**src/rtl/seq_div_2w_by_w_if.sv**
```systemverilog
// Operand/result handshake bundle for the sequential 2W/W divider.
// slave is the divider side, master is the producer/consumer side.
interface seq_div_2w_by_w_if #(parameter int W = 8);
  logic           in_valid;
  logic           in_ready;
  logic [2*W-1:0] dividend;
  logic [W-1:0]   divisor;
  logic           out_valid;
  logic           out_ready;
  logic [W-1:0]   quot;
  logic [W-1:0]   rem;
  logic           div_zero;
  logic           ovf;

  modport slave (
    input  in_valid, dividend, divisor, out_ready,
    output in_ready, out_valid, quot, rem, div_zero, ovf
  );

  modport master (
    output in_valid, dividend, divisor, out_ready,
    input  in_ready, out_valid, quot, rem, div_zero, ovf
  );
endinterface

```
**src/rtl/seq_div_2w_by_w.sv**
```systemverilog
// Sequential unsigned restoring divider: 2W-bit dividend / W-bit divisor,
// one quotient bit per clock, valid/ready on both sides.
module seq_div_2w_by_w #(
  parameter int W = 8
) (
  input  logic            clk,
  input  logic            rst_n,
  seq_div_2w_by_w_if.slave bus
);
  localparam int CW = $clog2(W) + 1;

  typedef enum logic [1:0] {IDLE, RUN, DONE} state_e;

  state_e         state_q, state_d;
  logic [W-1:0]   r_q, r_d;
  logic [W-1:0]   lo_q, lo_d;
  logic [W-1:0]   dvs_q, dvs_d;
  logic [W-1:0]   quot_q, quot_d;
  logic [W-1:0]   rem_q, rem_d;
  logic           dz_q, dz_d;
  logic           ovf_q, ovf_d;
  logic [CW-1:0]  cnt_q, cnt_d;
  logic [W:0]     r_sh;

  // Partial remainder stays below the divisor between steps, so W bits of
  // storage suffice; only the shifted value needs the extra bit.
  always_comb begin
    state_d = state_q;
    r_d     = r_q;
    lo_d    = lo_q;
    dvs_d   = dvs_q;
    quot_d  = quot_q;
    rem_d   = rem_q;
    dz_d    = dz_q;
    ovf_d   = ovf_q;
    cnt_d   = cnt_q;
    r_sh    = {r_q, lo_q[W-1]};
    case (state_q)
      IDLE: begin
        if (bus.in_valid) begin
          lo_d  = bus.dividend[W-1:0];
          dvs_d = bus.divisor;
          r_d   = bus.dividend[2*W-1:W];
          cnt_d = '0;
          dz_d  = 1'b0;
          ovf_d = 1'b0;
          if (bus.divisor == '0) begin
            state_d = DONE;
            quot_d  = '1;
            rem_d   = bus.dividend[W-1:0];
            dz_d    = 1'b1;
          end else if (bus.dividend[2*W-1:W] >= bus.divisor) begin
            state_d = DONE;
            quot_d  = '1;
            rem_d   = '0;
            ovf_d   = 1'b1;
          end else begin
            state_d = RUN;
          end
        end
      end
      RUN: begin
        lo_d  = lo_q << 1;
        cnt_d = cnt_q + 1'b1;
        // True difference is < 2^W, so modular W-bit subtraction is exact.
        if (r_sh >= {1'b0, dvs_q}) begin
          r_d    = r_sh[W-1:0] - dvs_q;
          quot_d = {quot_q[W-2:0], 1'b1};
        end else begin
          r_d    = r_sh[W-1:0];
          quot_d = {quot_q[W-2:0], 1'b0};
        end
        if (cnt_q == CW'(W-1)) begin
          state_d = DONE;
          rem_d   = r_d;
        end
      end
      DONE: begin
        if (bus.out_ready) state_d = IDLE;
      end
      default: state_d = IDLE;
    endcase
  end

  always_ff @(posedge clk or negedge rst_n) begin
    if (!rst_n) begin
      state_q <= IDLE;
      r_q     <= '0;
      lo_q    <= '0;
      dvs_q   <= '0;
      quot_q  <= '0;
      rem_q   <= '0;
      dz_q    <= 1'b0;
      ovf_q   <= 1'b0;
      cnt_q   <= '0;
    end else begin
      state_q <= state_d;
      r_q     <= r_d;
      lo_q    <= lo_d;
      dvs_q   <= dvs_d;
      quot_q  <= quot_d;
      rem_q   <= rem_d;
      dz_q    <= dz_d;
      ovf_q   <= ovf_d;
      cnt_q   <= cnt_d;
    end
  end

  assign bus.in_ready  = (state_q == IDLE);
  assign bus.out_valid = (state_q == DONE);
  assign bus.quot      = quot_q;
  assign bus.rem       = rem_q;
  assign bus.div_zero  = dz_q;
  assign bus.ovf       = ovf_q;
endmodule
```
**src/flat_wrapper.sv**
```systemverilog
// flat-port wrapper written by rule: the top's interface ports become plain ports
module seq_div_2w_by_w_flat 
#(
  parameter int W = 8
)
  (clk, rst_n, bus_in_valid, bus_dividend, bus_divisor, bus_out_ready, bus_in_ready, bus_out_valid, bus_quot, bus_rem, bus_div_zero, bus_ovf);
  seq_div_2w_by_w_if #(.W(W)) bus_i ();
  input  logic clk;
  input  logic rst_n;
  input wire logic [$bits(bus_i.in_valid)-1:0] bus_in_valid;
  input wire logic [$bits(bus_i.dividend)-1:0] bus_dividend;
  input wire logic [$bits(bus_i.divisor)-1:0] bus_divisor;
  input wire logic [$bits(bus_i.out_ready)-1:0] bus_out_ready;
  output wire logic [$bits(bus_i.in_ready)-1:0] bus_in_ready;
  output wire logic [$bits(bus_i.out_valid)-1:0] bus_out_valid;
  output wire logic [$bits(bus_i.quot)-1:0] bus_quot;
  output wire logic [$bits(bus_i.rem)-1:0] bus_rem;
  output wire logic [$bits(bus_i.div_zero)-1:0] bus_div_zero;
  output wire logic [$bits(bus_i.ovf)-1:0] bus_ovf;
  assign bus_i.in_valid = bus_in_valid;
  assign bus_i.dividend = bus_dividend;
  assign bus_i.divisor = bus_divisor;
  assign bus_i.out_ready = bus_out_ready;
  assign bus_in_ready = bus_i.in_ready;
  assign bus_out_valid = bus_i.out_valid;
  assign bus_quot = bus_i.quot;
  assign bus_rem = bus_i.rem;
  assign bus_div_zero = bus_i.div_zero;
  assign bus_ovf = bus_i.ovf;
  seq_div_2w_by_w #(.W(W)) u_core (.clk(clk), .rst_n(rst_n), .bus(bus_i));
endmodule
```
**config.mk**
```make
export PLATFORM = sky130hd
export DESIGN_NAME = seq_div_2w_by_w_flat
export DESIGN_NICKNAME = d
export VERILOG_FILES = /design/src/rtl/seq_div_2w_by_w_if.sv /design/src/rtl/seq_div_2w_by_w.sv /design/src/flat_wrapper.sv
export SDC_FILE = /design/constraint.sdc
export NUM_CORES = 1
export LEC_CHECK = 0
export BUFFER_PORTS_ARGS = -buffer_cell sky130_fd_sc_hd__clkbuf_2
export CAP_MARGIN = 15
export CORE_ASPECT_RATIO = 1.5
export CORE_MARGIN = 2
export CORE_UTILIZATION = 56
export DETAILED_ROUTE_END_ITERATION = 8
export MAX_ROUTING_LAYER = met4
export PLACE_DENSITY_LB_ADDON = 0.05
export SLEW_MARGIN = 30
export SYNTH_ARGS = -nofsm -noshare
export SYNTH_HDL_FRONTEND = slang
export SYNTH_SLANG_ARGS = --single-unit
export TNS_END_PERCENT = 1
```
**constraint.sdc**
```tcl
create_clock -name clk -period 2.2 [get_ports clk]
set_input_delay 0.33 -clock clk [delete_from_list [all_inputs] [get_ports clk]]
set_output_delay 0.33 -clock clk [all_outputs]
set_load 0.01 [all_outputs]
```
== Word-level counts from Yosys, hierarchy flattened ==
Index checks and enable logic that the tools add are counted.
Storage, ports and cells
  latch bits: 0
  bits in registers: 48
  bits in read-only memories: 0
  memories: 0
  memory bits (writable): 0
  output and inout bits: 20
Cells by class
  shift-type cells: 0
  add/subtract/negate cells: 2
  $mul: 0
  bitwise gates (word level): 0
  magnitude comparators: 2
  muxes and demuxes: 26
  divide/modulo/power cells: 0
  reduce and logical (&&, ||, !) cells: 8
  eq/ne operators: 7
Operators with widths (number)
  8-bit 2-to-1 mux: 10
  8-bit one-hot mux with 2 select lines: 4
  2-bit 2-to-1 mux: 5
  9-bit by 8-bit >= comparator with 1-bit output: 1
  8-bit >= comparator: 1
  8-bit zero test: 1
  4-bit one-hot mux with 2 select lines: 1
  8-bit subtractor: 1
  2-bit one-hot mux with 3 select lines: 1
  3-bit AND reduction: 2
  4-bit by 1-bit adder with 4-bit output (second input constant): 1
  4-bit by 3-bit equality test with 1-bit output (second input constant): 1
  1-bit 2-to-1 mux: 4
  4-bit 2-to-1 mux: 1
  2-bit != test (second input constant): 2
  2-bit AND reduction: 2
  4-bit AND reduction: 1
  3-bit by 1-bit != test with 1-bit output (second input constant): 1
  2-bit by 1-bit equality test with 1-bit output (second input constant): 1
  2-bit equality test (second input constant): 1
  2-bit zero test: 1
  2-bit by 1-bit != test with 1-bit output (second input constant): 1
  2-bit nonzero test: 1

== Logic depth before layout (Yosys ltp) ==
Gate-level depths: netlist of the first run.
  depth in word-level cells: 5
  gate-level depth with buffers: 9

== Worst setup path after synthesis of the first run ==
Ideal clock, no wire load.
  path type: reg2reg
  start: register u_core.r_q[5]
  end: register u_core.rem_q[0], in the netlist u_core.bus.rem[0]
  arrival time: 1893 ps
  slack: 182 ps
  period minus slack after synthesis: 2018 ps
  cell stages (with the launch flop): 8
  data required time: 2075 ps
  cell sequence: dfrtp_1 -> ha_1 -> a21o_1 -> or3_1 -> a2bb2oi_2 -> o21ai_1 -> nand3_1 -> mux2_2
Between the ends
  word-level cells in the longest chain between the ends: 4
RTL lines
  start: declaration: line seq_div_2w_by_w.sv:15  | logic [W-1:0] r_q, r_d;
  start signal: assignment: line seq_div_2w_by_w.sv:98  | r_q <= r_d;
  9-bit by 8-bit >= comparator with 1-bit output: line seq_div_2w_by_w.sv:66  | if (r_sh >= {1'b0, dvs_q}) begin
  8-bit 2-to-1 mux: line seq_div_2w_by_w.sv:66
  8-bit 2-to-1 mux: line seq_div_2w_by_w.sv:73  | if (cnt_q == CW'(W-1)) begin
  8-bit one-hot mux with 2 select lines: line seq_div_2w_by_w.sv:38  | case (state_q)
  end signal: assignment: line seq_div_2w_by_w.sv:102  | rem_q <= rem_d;
  end: declaration: line seq_div_2w_by_w.sv:19  | logic [W-1:0] rem_q, rem_d;
Every way passes these cells. The select of a mux whose other input is x is not followed.
A chain may end at the register's enable or synchronous reset.

== Final worst setup path of the first run ==
  start: register u_core.r_q[2]
  end: register u_core.rem_q[3], in the netlist u_core.bus.rem[3]
Between the ends
  word-level cells in the longest chain between the ends: 4
  elaborated cells between the ends (all ways): 5
  classes of those cells: add/sub (1); order compare (1); mux (3)
RTL lines (line)
  8-bit subtractor or 9-bit by 8-bit >= comparator with 1-bit output (tied branches): seq_div_2w_by_w.sv:67, seq_div_2w_by_w.sv:66
  8-bit 2-to-1 mux *: seq_div_2w_by_w.sv:66
  8-bit 2-to-1 mux *: seq_div_2w_by_w.sv:73
  8-bit one-hot mux with 2 select lines *: seq_div_2w_by_w.sv:38
Mark *: on every way between the ends. The rest lies on a longest branch, timed or not. The select of a mux whose other input is x is not followed.

==> results of run 1 <==
## sequential cells by signal (all words and copies together), names as in the netlist
| signal | count |
|---|---|
| u_core.r_q | 8 |
| u_core.state_q | 2 |
| u_core.bus.ovf | 1 |
| u_core.bus.rem | 8 |
| u_core.lo_q | 8 |
| u_core.dvs_q | 8 |
| u_core.bus.quot | 8 |
| u_core.cnt_q | 4 |
| u_core.bus.div_zero | 1 |
## worst min-delay path, cell delays in order
cell and delay (ns):
clkbuf_2 0.11, nand2_1 0.04, o21ai_0 0.06
## cells in the final DEF (no fill, tap or decap), types with 3 or more instances in the layout
cell / instances
nand2_2: 3
inv_1: 23
nor2b_1: 5
a21o_1: 3
or3_1: 3
a31oi_1: 14
ha_1: 14
clkbuf_8: 5
a21oi_2: 3
ha_4: 3
dfrtp_1: 48
clkbuf_2: 47
a211oi_1: 4
nand3_1: 13
a21oi_1: 22
nand2_1: 41
nand4_1: 3
o21ai_0: 13
o21ai_1: 4
buf_4: 20
nor2_1: 33
o21a_1: 3
o22a_1: 7
nand2b_1: 6
## power by group
part           switching (mW)  internal, mW  total, mW
logic                    2.25          1.58       3.83
registers               0.306          1.29       1.60
clock network           0.293         0.216      0.509
## final cells by class
cell class              instances  area, um2  area share, %
flip-flops and latches         48       1200           34.8
clock buffers                   5       68.8           1.99
clock inverters                 2       12.5          0.362
well taps                      66       82.6           2.39
inverters                      23       86.3           2.50
multi-input cells             239       1610           46.5
repair buffers                 68        395           11.4
## per-layer routing
metal	part of all wire, %	vias to the layer above	GRT usage, %	wire (um)
li1	-	1263	-	-
met1	40	1274	38.1	3140
met2	53	74	49.9	4200
met5	0	-	-	0
met3	3.7	21	4.13	289
met4	3.3	0	12.6	257
## worst max path at each step
stage,from,to,slack (ns),cells past startpoint
final,u_core.r_q[2],u_core.bus.rem[3],0.05,7
after CTS,u_core.r_q[5],u_core.bus.rem[4],0.01,7
after detailed placement,u_core.r_q[5],u_core.bus.rem[4],0.03,7
after floorplan,u_core.r_q[5],u_core.bus.rem[0],0.18,7
after global routing,u_core.dvs_q[3],u_core.bus.rem[6],-0.02,9
after global placement,u_core.r_q[4],u_core.bus.rem[0],0.03,7
## cell families (layout without fill, tap and decap cells)
kind of cell	after synthesis	count (layout)	share of synthesized area, %
buf+inv	36	98	5.23
fa+ha+maj	18	18	8.24
compound gates	91	91	21.8
simple gates	125	125	20.5
mux	3	3	1.11
flops	48	48	42.5
xor+xnor	2	2	0.620
## what timing repair did
item | 4_1_cts | 5_1_grt
endpoints found under the hold margin | 14 | 0
endpoints found under the setup margin | 0 | 14
hold buffers | 1 | 0
setup buffers | 0 | 2
gates resized for setup | 0 | 24
## metrics by stage
stage	instance area [um2]	total power, mW	std cells	utilization [%]	setup slack (ns)
floorplan	2830	3.80	323	-	0.182
global placement	3220	4.91	441	66.3	0.0339
detailed placement	3220	4.96	441	66.3	0.0278
CTS	3310	5.49	449	68.2	0.0102
global route	3450	6.39	451	71.3	-0.0160
finish	3450	5.94	451	71.3	0.0501
==> reports/qor.csv, run 1 <==
stage,metric,value,unit
critical_path,Critical Path Start Type,register,
global_route,Tot GR Track Use,31.0,%
clock_tree,clock root buffer,clkbuf_8,
global_route,first-pass GRT wire length,12.7,mm
logic_synthesis,asr flop ratio synth,100,%
pwr,P_leak,1.57,nW
global_route,vias in the first global route,2651,
critical_path,"Top cell by count, worst path",a31oi_1,
sta,part of the cycle the worst path needs,97.7,%
sta,Fin Hold WS,0.272,ns
finish,final net count,431,
floorplanning,number of I/O pins,48,
drt,# DRC,0,
logic_synthesis,share of the synthesized area in the top cell type,42.5,%
drt,"wirelength, routed",7.89,mm
pwr,"IR drop worst, VDD",825,uV
floorplanning,Starting Density,58.3,%
finish,layout cell share with drive strength beyond 1,27.0,%
floorplanning,Die Y,91.0,um
worst_hold_path,Hold EP,u_core.dvs_q[4],
run,max-cap viol count,0,
drt,DR pass1 iterations,4,
critical_path,CP peak stage delay,0.42,ns
logic_synthesis,Post-synth top flop,dfrtp_1,
critical_path,worst reg2reg path startpoint,u_core.r_q[2],
logic_synthesis,dominant cell type by area after synthesis,dfrtp_1,
critical_path,CP max FO,5,
logic_synthesis,number of flops mapped to enable cells by yosys,0,
clock_tree,clk sink count,48,
logic_synthesis,Syn Area/Cell,8.75,um2
floorplanning,die footprint,5640,um2
sta,Setup Skew,0.00749,ns
placed_design,GP Congestion,0.936,
logic_synthesis,syn_nets,369,
sta,fin. max-slew vios,0,
worst_hold_path,cell count of the worst hold path,3,
finish,Fillers,394,
floorplanning,Rows,31,
global_route,largest net degree at the start of global routing,23,
critical_path,worst-path cell chain,"ha_1, nand2_2, nor3_4, a2bb2oi_4, nor2_4, a31oi_1, a31oi_1",
clock_tree,htree depth,2,
critical_path,crit path DAT,2.33,ns
logic_synthesis,Post-synth top cells,"48 x dfrtp_1, 43 x nand2_1, 34 x nor2_1",
pwr,power per standard cell area,1720,nW/um2
clock_tree,total CTS buffers,5,
logic_synthesis,Cell variety after synth,48,
finish,synth-to-layout area growth,22.3,%
sta,slew at the pin closest to its max-slew limit,0.432,ns
drt,Via-to-Cell Ratio,5.84,
critical_path,R2R Setup Slk,0.05,ns
critical_path,Worst setup EP type,register,
sta,f_max,0.465,GHz
sta,Slew HR,70.9,%
logic_synthesis,post-synthesis instance area,2830,um2
drt,Detail Route Antenna Nets,0,
sta,Fin. Hold Viols,0,
worst_hold_path,Hold Crit Start,bus_divisor[4],
critical_path,Setup Crit Path Kind,register to register,
critical_path,"delay-heaviest family, CP",compound AO/OA/AOI/OAI gates,
critical_path,sum of buffers and inverters on the critical path,0,
critical_path,Critical Path RT,2.38,ns
clock_tree,later-pin clock latency in the skew report,0.30,ns
floorplanning,core area,4850,um2
placed_design,hpwl dp,6.11,mm
drt,drt wl/cell,17.5,um
logic_synthesis,Yosys warning count,0,
finish,ANT cells,0,
drt,1st-iter DRT viols,107,
floorplanning,Die W,62.0,um
logic_synthesis,post-synthesis sequential area ratio,42.5,%
placed_design,I/O Buffers,47,
logic_synthesis,cells after synthesis,323,
logic_synthesis,cell with the most instances after synthesis,dfrtp_1,
sta,crit path time final,2.15,ns
logic_synthesis,Area contributors post-synth,"dfrtp_1 43%, ha_1 7.5%, nand2_1 5.7%",
sta,Setup TNS,0,ns
logic_synthesis,Synth Register Bits,48,
clock_tree,CTS tree,yes,
drt,DR vias,2632,
critical_path,FF-to-FF path depth,7,
clock_tree,clock buffer depth,2,
global_route,GRT overflow,0,
outcome,status,completed,
clock_tree,Worst-path clk slew,0.09,ns
sta,Final setup viols,0,
worst_hold_path,Worst Hold Class,input port to register,
critical_path,reg-to-reg endpoint,u_core.bus.rem[3],
global_route,initial antenna violation count,0,
critical_path,critical-path cell with the highest stage delay,dfrtp_1,
Note: power is estimated with default switching activity, not from simulation.
==> inputs of run 2 (changes only) <==
--- a/config.mk
+++ b/config.mk
@@ -12,7 +12,7 @@
 export CORE_UTILIZATION = 56
 export DETAILED_ROUTE_END_ITERATION = 8
 export MAX_ROUTING_LAYER = met4
-export PLACE_DENSITY_LB_ADDON = 0.05
+export PLACE_DENSITY = 0.83
 export SLEW_MARGIN = 30
 export SYNTH_ARGS = -nofsm -noshare
 export SYNTH_HDL_FRONTEND = slang
==> run 2 against run 1 <==
Clock skew is 0.0031 ns higher; cell count is 0.44% lower; sequential power hardly changed; critical path depth is 1 higher; sequential cell count stayed put; combinational power is 2% lower; non-clock buffer count is 3 lower; largest cell class unchanged; largest power group unchanged.
==> reports/qor.csv, run 2 (same netlist as run 1, synthesis figures left out) <==
stage,metric,value,unit,change
global_route,Tot GR Track Use,29.7,%,-1.3 points
run,max-cap viol count,0,,unchanged
sta,RSZ-0062 raised after global routing,true,,
sta,Setup TNS,0,ns,unchanged
clock_tree,total CTS buffers,5,,unchanged
pwr,P_leak,1.56,nW,-0.41%
drt,drt wl/cell,16.7,um,-4.6%
critical_path,Worst setup EP type,register,,
drt,DR pass1 iterations,4,,unchanged
finish,Final Util,71.5,%,+0.28 points
placed_design,hpwl dp,5.63,mm,-8.0%
clock_tree,Worst-path clk slew,0.09,ns,about the same
critical_path,Setup Crit Path Kind,register to register,,
clock_tree,later-pin clock latency in the skew report,0.31,ns,about the same
finish,ANT cells,0,,unchanged
global_route,initial antenna violation count,0,,unchanged
pwr,power per standard cell area,1700,nW/um2,-1.1%
floorplanning,Die W,62.0,um,unchanged
finish,"commonest non-fill, non-tap cell in the layout",dfrtp_1,,
floorplanning,Die Y,91.0,um,unchanged
critical_path,"delay-heaviest family, CP",simple AND/OR/NAND/NOR gates,,
drt,DR vias,2629,,-0.11%
floorplanning,core area,4850,um2,unchanged
critical_path,critical-path cell with the highest stage delay,dfrtp_1,,
sta,part of the cycle the worst path needs,99.0,%,+1.3 points
finish,synth-to-layout area growth,22.8,%,
drt,# DRC,0,,unchanged
critical_path,crit path from,u_core.r_q[6],,
critical_path,crit path DAT,2.41,ns,+0.08 ns
critical_path,CP peak stage delay,0.43,ns,about the same
critical_path,Critical Path Start Type,register,,
global_route,GRT overflow,0,,unchanged
sta,Setup Skew,0.0106,ns,+0.00315 ns
pwr,"IR drop worst, VDD",1030,uV,+24%
drt,1st-iter DRT viols,132,,+23%
finish,area of the multi-input gates,1630,um2,+1.2%
clock_tree,clk sink count,48,,unchanged
placed_design,placed instance area,3190,um2,-0.70%
outcome,status,completed,,
sta,Fin. Hold Viols,0,,unchanged
critical_path,Critical Path RT,2.43,ns,+0.05 ns
sta,slew at the pin closest to its max-slew limit,0.724,ns,+0.292 ns
floorplanning,Rows,31,,unchanged
sta,Fin Hold WS,0.108,ns,-0.163 ns
sta,Slew HR,51.7,%,-19 points
pwr,Tot Pwr,5.90,mW,-0.71%
sta,Final WS setup,0.0216,ns,-0.0285 ns
critical_path,sum of buffers and inverters on the critical path,1,,+1
finish,layout cell share with drive strength beyond 1,26.4,%,-0.64 points
finish,most frequent cells in the layout,"48 x dfrtp_1, 47 x clkbuf_2, 42 x nand2_1",,
finish,register area,1200,um2,unchanged
worst_hold_path,Worst Hold Class,input port to async pin,,
clock_tree,clock buffer depth,2,,unchanged
placed_design,I/O Buffers,47,,unchanged
finish,"Design Area, Final",3470,um2,+0.40%
floorplanning,Starting Density,58.3,%,unchanged
finish,final cell count without fillers,449,,-0.44%
critical_path,worst reg2reg path startpoint,u_core.r_q[6],,
placed_design,placed cells,438,,-0.68%
clock_tree,htree depth,2,,unchanged
clock_tree,CTS tree,yes,,
global_route,vias in the first global route,2623,,-1.1%
drt,Detail Route Antenna Nets,0,,unchanged
critical_path,worst-path cell chain,"ha_1, nand4_1, buf_4, o32ai_4, or2_4, nor2_4, or3_4, a31oi_1",,
finish,final net count,428,,-0.70%
drt,Via-to-Cell Ratio,5.86,,+0.33%
floorplanning,die footprint,5640,um2,unchanged
placed_design,pre-CTS setup slack,0.0490,ns,+0.0212 ns
clock_tree,clock root buffer,clkbuf_8,,
global_route,largest net degree at the start of global routing,49,,+110%
drt,"wirelength, routed",7.49,mm,-5.0%
sta,fin. max-slew vios,0,,unchanged
critical_path,CP max FO,5,,unchanged
sta,f_max,0.459,GHz,-1.3%
sta,Final setup viols,0,,unchanged
floorplanning,number of I/O pins,48,,unchanged
finish,Fillers,409,,+3.8%
sta,crit path time final,2.18,ns,+0.0285 ns
placed_design,GP Congestion,0.935,,about the same
global_route,first-pass GRT wire length,12.2,mm,-3.9%
-- run 2: final cells by class --
class | count | area share [%]
Inverter | 23 | 2.49
Sequential cell | 48 | 34.6
Tap cell | 66 | 2.38
Timing Repair Buffer | 65 | 10.9
Clock inverter | 3 | 0.685
Multi-Input combinational cell | 239 | 46.9
Clock buffer | 5 | 1.98
-- run 2: repair_timing --
item	in CTS	in global routing
gates resized for setup	0	27
hold buffers	0	0
endpoints found under the hold margin	0	0
endpoints found under the setup margin	0	14
buffers inserted	0	3
-- run 2: routing by layer --
metal  vias to the layer above  GRT usage (%)  wire length, um
li1                       1260              -                -
met1                      1245           36.5             2980
met2                        93           46.6             3800
met3                        31           4.56              350
met4                         0           13.7              364
met5                         -              -                0
-- run 2: path summary, 6_finish.rpt --
path	to	slack (ns)	depth (start not counted)
hold / removal	u_core.bus.ovf	0.11	2
setup / recovery	u_core.r_q[1]	0.02	8
max in group asynchronous	u_core.bus.rem[0]	1.68	2
hold reg to reg	u_core.bus.ovf	0.49	2
setup reg to reg	u_core.r_q[1]	0.02	8
min in group clk	u_core.dvs_q[2]	0.27	3
-- run 2: report_power, final --
part / switching (mW) / internal (mW)
clock network: 0.305 / 0.225
registers: 0.303 / 1.29
logic: 2.20 / 1.57
total: 2.81 / 3.09
